--- src/rtl/ifmaps_preload_ctrl.sv ---
// Ifmap tile sequencer: streams one tile into the preload buffer and hands only fully
// written vectors to the MAC array. The block keeps its own occupancy because the buffer
// counts a vector as present from its first word.
module ifmaps_preload_ctrl #(
   parameter int C_S_AXIS_TDATA_WIDTH = 32,
   parameter int FIFO_DEPTH           = 4,
   parameter int PIX_W                = 16
) (
   input  logic             clk,
   input  logic             rst_n,
   input  logic             start,
   input  logic [8:0]       cfg_input_channel,
   input  logic [PIX_W-1:0] cfg_pixel_num,
   output logic             busy,
   output logic             done,
   output logic             err_cfg,
   output logic             err_tlast,
   input  logic             s_axis_tvalid,
   input  logic             s_axis_tlast,
   output logic             s_axis_tready,
   output logic             load_ifmaps_preload,
   output logic [8:0]       input_channel,
   input  logic             fifo_full,
   input  logic             fifo_empty,
   input  logic             mac_ready,
   output logic             mac_valid,
   output logic             MAC_read
);

   localparam int OCC_W = $clog2(FIFO_DEPTH + 1);

   typedef enum logic [1:0] {IDLE, LOAD, DRAIN, DONE} state_t;

   state_t           state, state_next;
   logic [8:0]       word_cnt;
   logic [PIX_W-1:0] pix, wr_vec, rd_vec;
   logic [OCC_W-1:0] started, started_next, ready_cnt, ready_next;
   logic             cfg_bad, start_ok, last_word, vec_open, vec_done;

   // Buffer flags are observed by the environment only; the tile width is context only.
   logic unused_ok;
   assign unused_ok = &{1'b0, fifo_full, fifo_empty, (C_S_AXIS_TDATA_WIDTH > 0)};

   assign cfg_bad   = (cfg_input_channel == 9'd0) || (cfg_pixel_num == '0);
   assign start_ok  = start && (state == IDLE);
   assign last_word = (word_cnt == input_channel - 9'd1);

   // Cap in-flight vectors one below the buffer depth; a vector already open may finish.
   assign s_axis_tready = (state == LOAD)
                        && ((word_cnt != 9'd0) || (started < OCC_W'(FIFO_DEPTH - 1)))
                        && (wr_vec < pix);
   assign load_ifmaps_preload = s_axis_tvalid && s_axis_tready;
   assign MAC_read = mac_valid && mac_ready && ((state == LOAD) || (state == DRAIN));
   assign busy     = (state != IDLE);
   assign done     = (state == DONE);

   assign vec_open = load_ifmaps_preload && (word_cnt == 9'd0);
   assign vec_done = load_ifmaps_preload && last_word;

   always_comb begin
      state_next = state;
      case (state)
         IDLE:  if (start) state_next = cfg_bad ? DONE : LOAD;
         LOAD:  if (wr_vec == pix) state_next = DRAIN;
         DRAIN: if (rd_vec == pix) state_next = DONE;
         DONE:  state_next = IDLE;
         default: state_next = IDLE;
      endcase
   end

   always_comb begin
      started_next = started;
      ready_next   = ready_cnt;
      case ({vec_open, MAC_read})
         2'b10:   started_next = started + OCC_W'(1);
         2'b01:   started_next = started - OCC_W'(1);
         default: started_next = started;
      endcase
      case ({vec_done, MAC_read})
         2'b10:   ready_next = ready_cnt + OCC_W'(1);
         2'b01:   ready_next = ready_cnt - OCC_W'(1);
         default: ready_next = ready_cnt;
      endcase
   end

   always_ff @(posedge clk or negedge rst_n) begin
      if (!rst_n) begin
         state         <= IDLE;
         input_channel <= 9'd0;
         pix           <= '0;
         word_cnt      <= 9'd0;
         wr_vec        <= '0;
         rd_vec        <= '0;
         started       <= '0;
         ready_cnt     <= '0;
         mac_valid     <= 1'b0;
         err_cfg       <= 1'b0;
         err_tlast     <= 1'b0;
      end else begin
         state <= state_next;
         if (start_ok) begin
            input_channel <= cfg_input_channel;
            pix           <= cfg_pixel_num;
            word_cnt      <= 9'd0;
            wr_vec        <= '0;
            rd_vec        <= '0;
            started       <= '0;
            ready_cnt     <= '0;
            mac_valid     <= 1'b0;
            err_cfg       <= cfg_bad;
            err_tlast     <= 1'b0;
         end else begin
            if (load_ifmaps_preload) begin
               word_cnt <= last_word ? 9'd0 : word_cnt + 9'd1;
               if (last_word) wr_vec <= wr_vec + PIX_W'(1);
               // Misplaced tlast is flagged but framing still follows word_cnt.
               if (s_axis_tlast != last_word) err_tlast <= 1'b1;
            end
            if (MAC_read) rd_vec <= rd_vec + PIX_W'(1);
            started   <= started_next;
            ready_cnt <= ready_next;
            mac_valid <= (ready_next != '0);
         end
      end
   end

endmodule

--- config.mk ---
export PLATFORM = sky130hd
export DESIGN_NAME = ifmaps_preload_ctrl
export DESIGN_NICKNAME = d
export VERILOG_FILES = /design/src/rtl/ifmaps_preload_ctrl.sv
export SDC_FILE = /design/constraint.sdc
export NUM_CORES = 1
export LEC_CHECK = 0
export ABC_AREA = 0
export CAP_MARGIN = 20
export CORE_MARGIN = 2
export CORE_UTILIZATION = 57
export CTS_BUF_LIST = sky130_fd_sc_hd__clkbuf_8 sky130_fd_sc_hd__clkbuf_16
export CTS_CLUSTER_DIAMETER = 50
export DETAILED_ROUTE_END_ITERATION = 16
export PLACE_DENSITY = 0.9
export SYNTH_ARGS = -nofsm -noshare
export SYNTH_HDL_FRONTEND = slang
export SYNTH_SLANG_ARGS = --single-unit
--- constraint.sdc ---
create_clock -name clk -period 3.6 [get_ports clk]
set_input_delay 0.72 -clock clk [delete_from_list [all_inputs] [get_ports clk]]
set_output_delay 0.72 -clock clk [all_outputs]
set_load 0.005 [all_outputs]
==> flow_summary_export.csv, run 1 <==
group,metric,value,unit
floorplan,pin_count,50,
clock_network,cts_tree,"done",
detailed_routing,vias_per_cell,6.01,
grt,grt_antenna_before_repair,0,
placed_design,portBuffers,47,
worst_setup_path,cp-start-kind,"register",
sta,tightest_slew,602,ps
run,maxCapViolations,0,
placed_design,globalplace.congestion,0.886,
grt,grt_pass1_vias,3914,
pwr,power.leakage,0.00252,uW
clock_network,root_buffer,"clkbuf_8",
worst_setup_path,timing.rr.start,"wr_vec[10]",
pwr,power_density,621,nW/um^2
pwr,irDropWorstVdd,0.344,mV
worst_setup_path,worstRegToRegCells,15,
worst_setup_path,critPathKind,"reg2out",
placed_design,hpwl,8490,um
clock_network,cts_sinks,77,
sta,hold_viol_final,0,
sta,finClkSkew,12.5,ps
detailed_routing,top_layer,"met4",
synth,synth_seq_cells,77,
final_layout,utilization,70.7,%
synth,ys_seq_area_share,41.6,%
sta,period_needed,3510,ps
clock_network,insertion_delay,360,ps
detailed_routing,drt_iter0_drc,439,
floorplan,die_y,94.2,um
clock_network,numCtsBuffers,9,
worst_setup_path,crit_path_frequent_cell,"nand4_1",
worst_setup_path,required,2880,ps
detailed_routing,drc,0,
floorplan,core_area,7810,sq um
synth,synth_warnings,0,
placed_design,postPlaceCellArea,5240,sq um
grt,grt_max_degree,78,
detailed_routing,ant_nets,0,
sta,period_share,97.5,%
worst_setup_path,rr_endpoint,"mac_valid",
synth,synthDistinctLibCells,53,
grt,grt_pass1_wl,18900,um
min_path,min_path_type,"in2async",
detailed_routing,met1Wirelength,5060,um
worst_setup_path,arrival,2790,ps
final_layout,area_delta_synth_final,19.0,%
grt,grt_overflow,0,
synth,syn_avg_cell_area,8.93,sq um
sta,drv_slew,0,
synth,synth_edf_count,0,
outcome,outcome,"finished clean",
sta,clock.fmax,0.285,GHz
detailed_routing,wl_per_cell,17.5,um
detailed_routing,finalWirelength,11900,um
detailed_routing,wl_met3,744,um
clock_network,clock_tree.buffer_depth,2,
worst_setup_path,endpoint,"s_axis_tready",
floorplan,start_util,59.4,%
floorplan,die_w,94.2,um
detailed_routing,route.met2.wl,5750,um
placed_design,place_inst,659,
grt,track_usage,27.6,%
sta,finalSetupViolations,0,
final_layout,fin_cells,678,
synth,syn-cell-area,4640,sq um
final_layout,nets,633,
synth,ys.flop_type,"dfrtp_1",
floorplan,die-area,8870,sq um
sta,slew_headroom,59.3,%
pwr,power.total,3430,uW
floorplan,std_cell_rows,32,
synth,synthCells,519,
final_layout,final_cell_area,5520,sq um
worst_setup_path,end_kind,"primary output",
worst_setup_path,crit_slowest_cell,"clkdlybuf4s50_1",
final_layout,drive_gt1_share,7.12,%
final_layout,diodes,0,
worst_setup_path,cp_max_fo,3,
sta,tns,0,ps
sta,grt_setup_unrepaired,"no",
worst_setup_path,r2r_setup_slack,310,ps
synth,async_flop_share,100,%
detailed_routing,drtPass1Iterations,5,
clock_network,clk_pin_slew,90,ps
detailed_routing,vias,4076,
worst_setup_path,crit_start,"pix[13]",
worst_setup_path,crit_chain,"inv_1 > ha_1 > nand4_1 > buf_4 > o22ai_1 > nor2_2 > nand4_1 > nor3b_1 > clkdlybuf4s50_1",
synth,syn-num-nets,581,
worst_setup_path,slowest_delay,550,ps
clock_network,htree_levels,3,
## layout by cell type, fill, tap and decap left out, drive strengths merged, types with 2 or more instances in the layout
cell / Yosys / layout
o21ai: 39 / 39
nor2: 36 / 36
nand2b: 4 / 4
and4: 4 / 4
o211ai: 2 / 2
mux2i: 9 / 9
ha: 27 / 27
clkinv: 1 / 3
and2: 3 / 3
bufinv: 0 / 2
inv: 38 / 40
nor3: 14 / 14
a211oi: 3 / 3
nand3b: 2 / 2
a31oi: 4 / 4
a21oi: 17 / 17
nor3b: 2 / 2
nand3: 19 / 19
fa: 2 / 2
xor2: 33 / 33
nand2: 75 / 75
nor4: 18 / 18
a21o: 4 / 4
nor2b: 2 / 2
and3: 16 / 16
clkbuf: 16 / 9
nand4: 12 / 12
a31o: 2 / 2
clkdlybuf4s50: 0 / 46
or3: 5 / 5
dfrtp: 77 / 77
xnor2: 18 / 18
buf: 0 / 11
## sequential cells by signal, summed over array words and instances, names as in the netlist
name           cells
ready_cnt          3
word_cnt           9
mac_valid          1
wr_vec            16
pix               16
err_cfg            1
err_tlast          1
rd_vec            16
state              2
input_channel      9
started            3
## layout make-up
cell class | count | area [sq um]
inverters | 39 | 146
clock buffers | 9 | 124
clock inverters | 7 | 90.1
multi-input cells | 387 | 2530
fillers | 541 | 2290
flip-flops and latches | 77 | 1930
well taps | 102 | 128
repair buffers | 57 | 576
## through the flow
stage / hold WS [ps] / worst slack [ps]
floorplan: 424 / 335
global placement: 461 / 387
detailed placement: 488 / 158
CTS: 505 / 29.3
global route: 234 / 31.0
finish: 223 / 91.6
## Yosys cell counts (2+ instances only)
| master | count | area (sq um) |
|---|---|---|
| nor2_1 | 36 | 135 |
| a21oi_1 | 17 | 85.1 |
| fa_1 | 2 | 40.0 |
| nand2_1 | 75 | 282 |
| nand4_1 | 12 | 75.1 |
| a31oi_1 | 4 | 25.0 |
| a21o_1 | 3 | 22.5 |
| inv_1 | 38 | 143 |
| or3_1 | 4 | 25.0 |
| and2_1 | 2 | 12.5 |
| a211oi_1 | 2 | 15.0 |
| xor2_1 | 33 | 289 |
| a31o_2 | 2 | 17.5 |
| ha_1 | 27 | 338 |
| nand2b_1 | 4 | 25.0 |
| xnor2_1 | 18 | 158 |
| nand3b_1 | 2 | 15.0 |
| and3_1 | 15 | 93.8 |
| nand3_1 | 18 | 90.1 |
| nor3_1 | 13 | 65.1 |
| nor2b_1 | 2 | 12.5 |
| o21ai_0 | 39 | 195 |
| mux2i_1 | 9 | 90.1 |
| nor3b_1 | 2 | 15.0 |
| dfrtp_1 | 77 | 1930 |
| o211ai_1 | 2 | 15.0 |
| and4_1 | 4 | 35.0 |
| nor4_1 | 17 | 106 |
| clkbuf_1 | 16 | 60.1 |
## repair_timing
item | 4_1_cts | 5_1_grt
hold buffers | 0 | 0
endpoints found under the setup margin | 1 | 3
pin swaps | 0 | 3
gates resized for setup | 2 | 2
buffers inserted | 0 | 2
## per-layer routing
layer | GRT usage, % | up-vias
li1 | - | 1895
met1 | 36.9 | 1972
met2 | 45.5 | 179
met3 | 4.33 | 30
met4 | 10.3 | 0
met5 | 0 | -
## logic make-up after synthesis
family                     synth area share, %
adders and majority gates                 8.37
xor gates and xnor gates                  9.64
muxes                                     2.19
and+or+nand+nor                           23.5
buffers and inverters                     4.45
DFF                                       41.6
AOI/OAI and AO/OA                         10.3
## worst min-delay path by stage
stage	startpoint	to	slack (ps)	cells past startpoint
floorplan	rst_n	err_cfg	420	0
global placement	err_cfg	err_cfg	460	2
detailed placement	err_cfg	err_cfg	490	2
CTS	err_cfg	err_cfg	510	2
global route	rst_n	rd_vec[5]	230	1
finish	rst_n	rd_vec[5]	220	1
## worst max-delay path: cells and delay by family (launching register included)
kind,cells,cell delay [ps]
flip-flops,1,390
buffers and inverters,3,780
AND/OR/NAND/NOR,4,850
AO/OA/AOI/OAI,1,80
adder cells (fa/ha/maj),1,330
## power breakdown
group	total [uW]	internal, uW	switching [uW]
clock	722	388	334
combinational	1430	632	802
sequential	1270	1050	219
total	3430	2070	1350
Note: power is estimated with default switching activity, not from simulation.
==> run 2: changes to the inputs <==
--- a/config.mk
+++ b/config.mk
@@ -6,8 +6,7 @@
 export NUM_CORES = 1
 export LEC_CHECK = 0
 export ABC_AREA = 0
-export CAP_MARGIN = 20
-export CORE_MARGIN = 2
+export CORE_MARGIN = 5
 export CORE_UTILIZATION = 57
 export CTS_BUF_LIST = sky130_fd_sc_hd__clkbuf_8 sky130_fd_sc_hd__clkbuf_16
 export CTS_CLUSTER_DIAMETER = 50
==> flow_summary_export.csv, run 2 (synthesis gave the netlist of run 1 again) <==
group,metric,value,unit
outcome,outcome,"finished clean",
pwr,irDropWorstVdd,0.302,mV
sta,period_share,98.1,%
detailed_routing,finalWirelength,11600,um
clock_network,cts_tree,"done",
sta,drv_slew,0,
final_layout,layout_commonest_cell,"dfrtp_1",
placed_design,place_inst,661,
detailed_routing,wl_per_cell,17.2,um
final_layout,reg_top3,"pix (16), rd_vec (16), wr_vec (16)",
floorplan,die-area,10000,sq um
grt,grt_overflow,0,
detailed_routing,ant_nets,0,
worst_setup_path,cp-start-kind,"register",
worst_setup_path,arrival,2810,ps
placed_design,portBuffers,47,
placed_design,globalplace.congestion,0.885,
detailed_routing,vias,4055,
grt,grt_max_degree,78,
final_layout,fin_cells,677,
detailed_routing,drt_iter0_drc,323,
grt,grt_pass1_wl,19000,um
worst_setup_path,crit_chain,"inv_1 > ha_1 > a211oi_1 > o22ai_1 > nor2_1 > nand4_1 > nor3b_1 > clkdlybuf4s50_1",
sta,slew_headroom,33.3,%
clock_network,insertion_delay,360,ps
sta,tightest_slew,1000,ps
detailed_routing,drtPass1Iterations,5,
min_path,min_path_type,"reg2reg",
grt,grt_pass1_vias,3995,
clock_network,clock_tree.buffer_depth,2,
final_layout,drive_gt1_share,6.78,%
grt,grt_antenna_before_repair,0,
final_layout,nFillCells,558,
clock_network,clk_pin_slew,80,ps
final_layout,area_delta_synth_final,18.1,%
placed_design,dp_slack,296,ps
sta,hold_viol_final,0,
floorplan,core_area,7810,sq um
detailed_routing,vias_per_cell,5.99,
pwr,power.leakage,0.00251,uW
placed_design,hpwl,8540,um
sta,period_needed,3530,ps
final_layout,nets,632,
run,maxCapViolations,0,
worst_setup_path,crit_buf_inv,2,
final_layout,layout_common_cells,"dfrtp_1, nand2_1, clkdlybuf4s50_1",
worst_setup_path,slowest_delay,550,ps
worst_setup_path,end_kind,"primary output",
worst_setup_path,critPathKind,"reg2out",
floorplan,std_cell_rows,32,
floorplan,die_w,100,um
floorplan,die_y,100,um
worst_setup_path,cp_max_fo,3,
detailed_routing,drc,0,
worst_setup_path,crit_slowest_cell,"clkdlybuf4s50_1",
sta,finalSetupViolations,0,
floorplan,pin_count,50,
sta,finClkSkew,13.0,ps
worst_setup_path,path_delay_family,"simple AND/OR/NAND/NOR gates",
worst_setup_path,required,2880,ps
sta,clock.fmax,0.283,GHz
clock_network,htree_levels,3,
grt,track_usage,23.9,%
sta,fin_ws,69.9,ps
pwr,power.total,3400,uW
clock_network,cts_sinks,77,
sta,whs,488,ps
floorplan,start_util,59.4,%
pwr,power_density,621,nW/um^2
final_layout,diodes,0,
clock_network,numCtsBuffers,9,
clock_network,root_buffer,"clkbuf_8",
-- run 2: worst reg2reg max path, stage by stage, from the launching register on --
cell,delay (ps)
dfrtp_1,440
nor3_1,480
nand2_1,180
mux2_2,320
a31oi_1,350
nor3_2,100
inv_1,70
ha_1,170
inv_1,60
fa_1,380
xor2_1,160
nor2_1,120
xnor2_1,150
a31oi_1,110
-- run 2: final timing paths --
check	endpoint	depth (start not counted)	startpoint	slack (ps)
worst min-delay path	err_cfg	2	err_cfg	490
worst max-delay path	s_axis_tready	8	pix[13]	70
worst min register to register	err_cfg	2	err_cfg	490
min in group asynchronous	wr_vec[6]	1	rst_n	520
max in group asynchronous	mac_valid	1	rst_n	2430
worst max register to register	mac_valid	13	input_channel[0]	400
-- run 2: area by class of cell --
cell class              count  area, sq um  area share [%]
repair buffers             56          536            9.78
inverters                  39          146            2.67
well taps                 102          128            2.33
clock buffers               9          124            2.26
clock inverters             7         91.3            1.67
flip-flops and latches     77         1930            35.2
multi-input cells         387         2520            46.1
-- run 2: power by group --
group / switching, uW / internal (uW)
Sequential: 213 / 1050
Combinational: 796 / 614
Clock: 339 / 388
Total: 1350 / 2050
-- run 2: per-stage QoR --
stage | util, % | setup TNS [ps] | area [sq um]
floorplan | - | 0 | 4640
global placement | 67.2 | 0 | 5250
detailed placement | 67.2 | 0 | 5250
CTS | 70.0 | 0 | 5460
global route | 70.1 | -0.228 | 5480
finish | 70.1 | 0 | 5480
-- run 2: per-layer routing --
layer | wire (um) | global-route usage, % | vias to the layer above
met5 | 0 | 0 | -
met4 | 213 | 8.08 | 0
met3 | 767 | 5.84 | 22
met2 | 5700 | 39.3 | 139
met1 | 4950 | 31.0 | 1990
li1 | - | - | 1904
-- run 2: timing repair --
item,CTS,global route
resized for setup,0,3
endpoints found under the setup margin,0,4
endpoints found under the hold margin,0,0
hold buffers,0,0
setup buffers,0,0
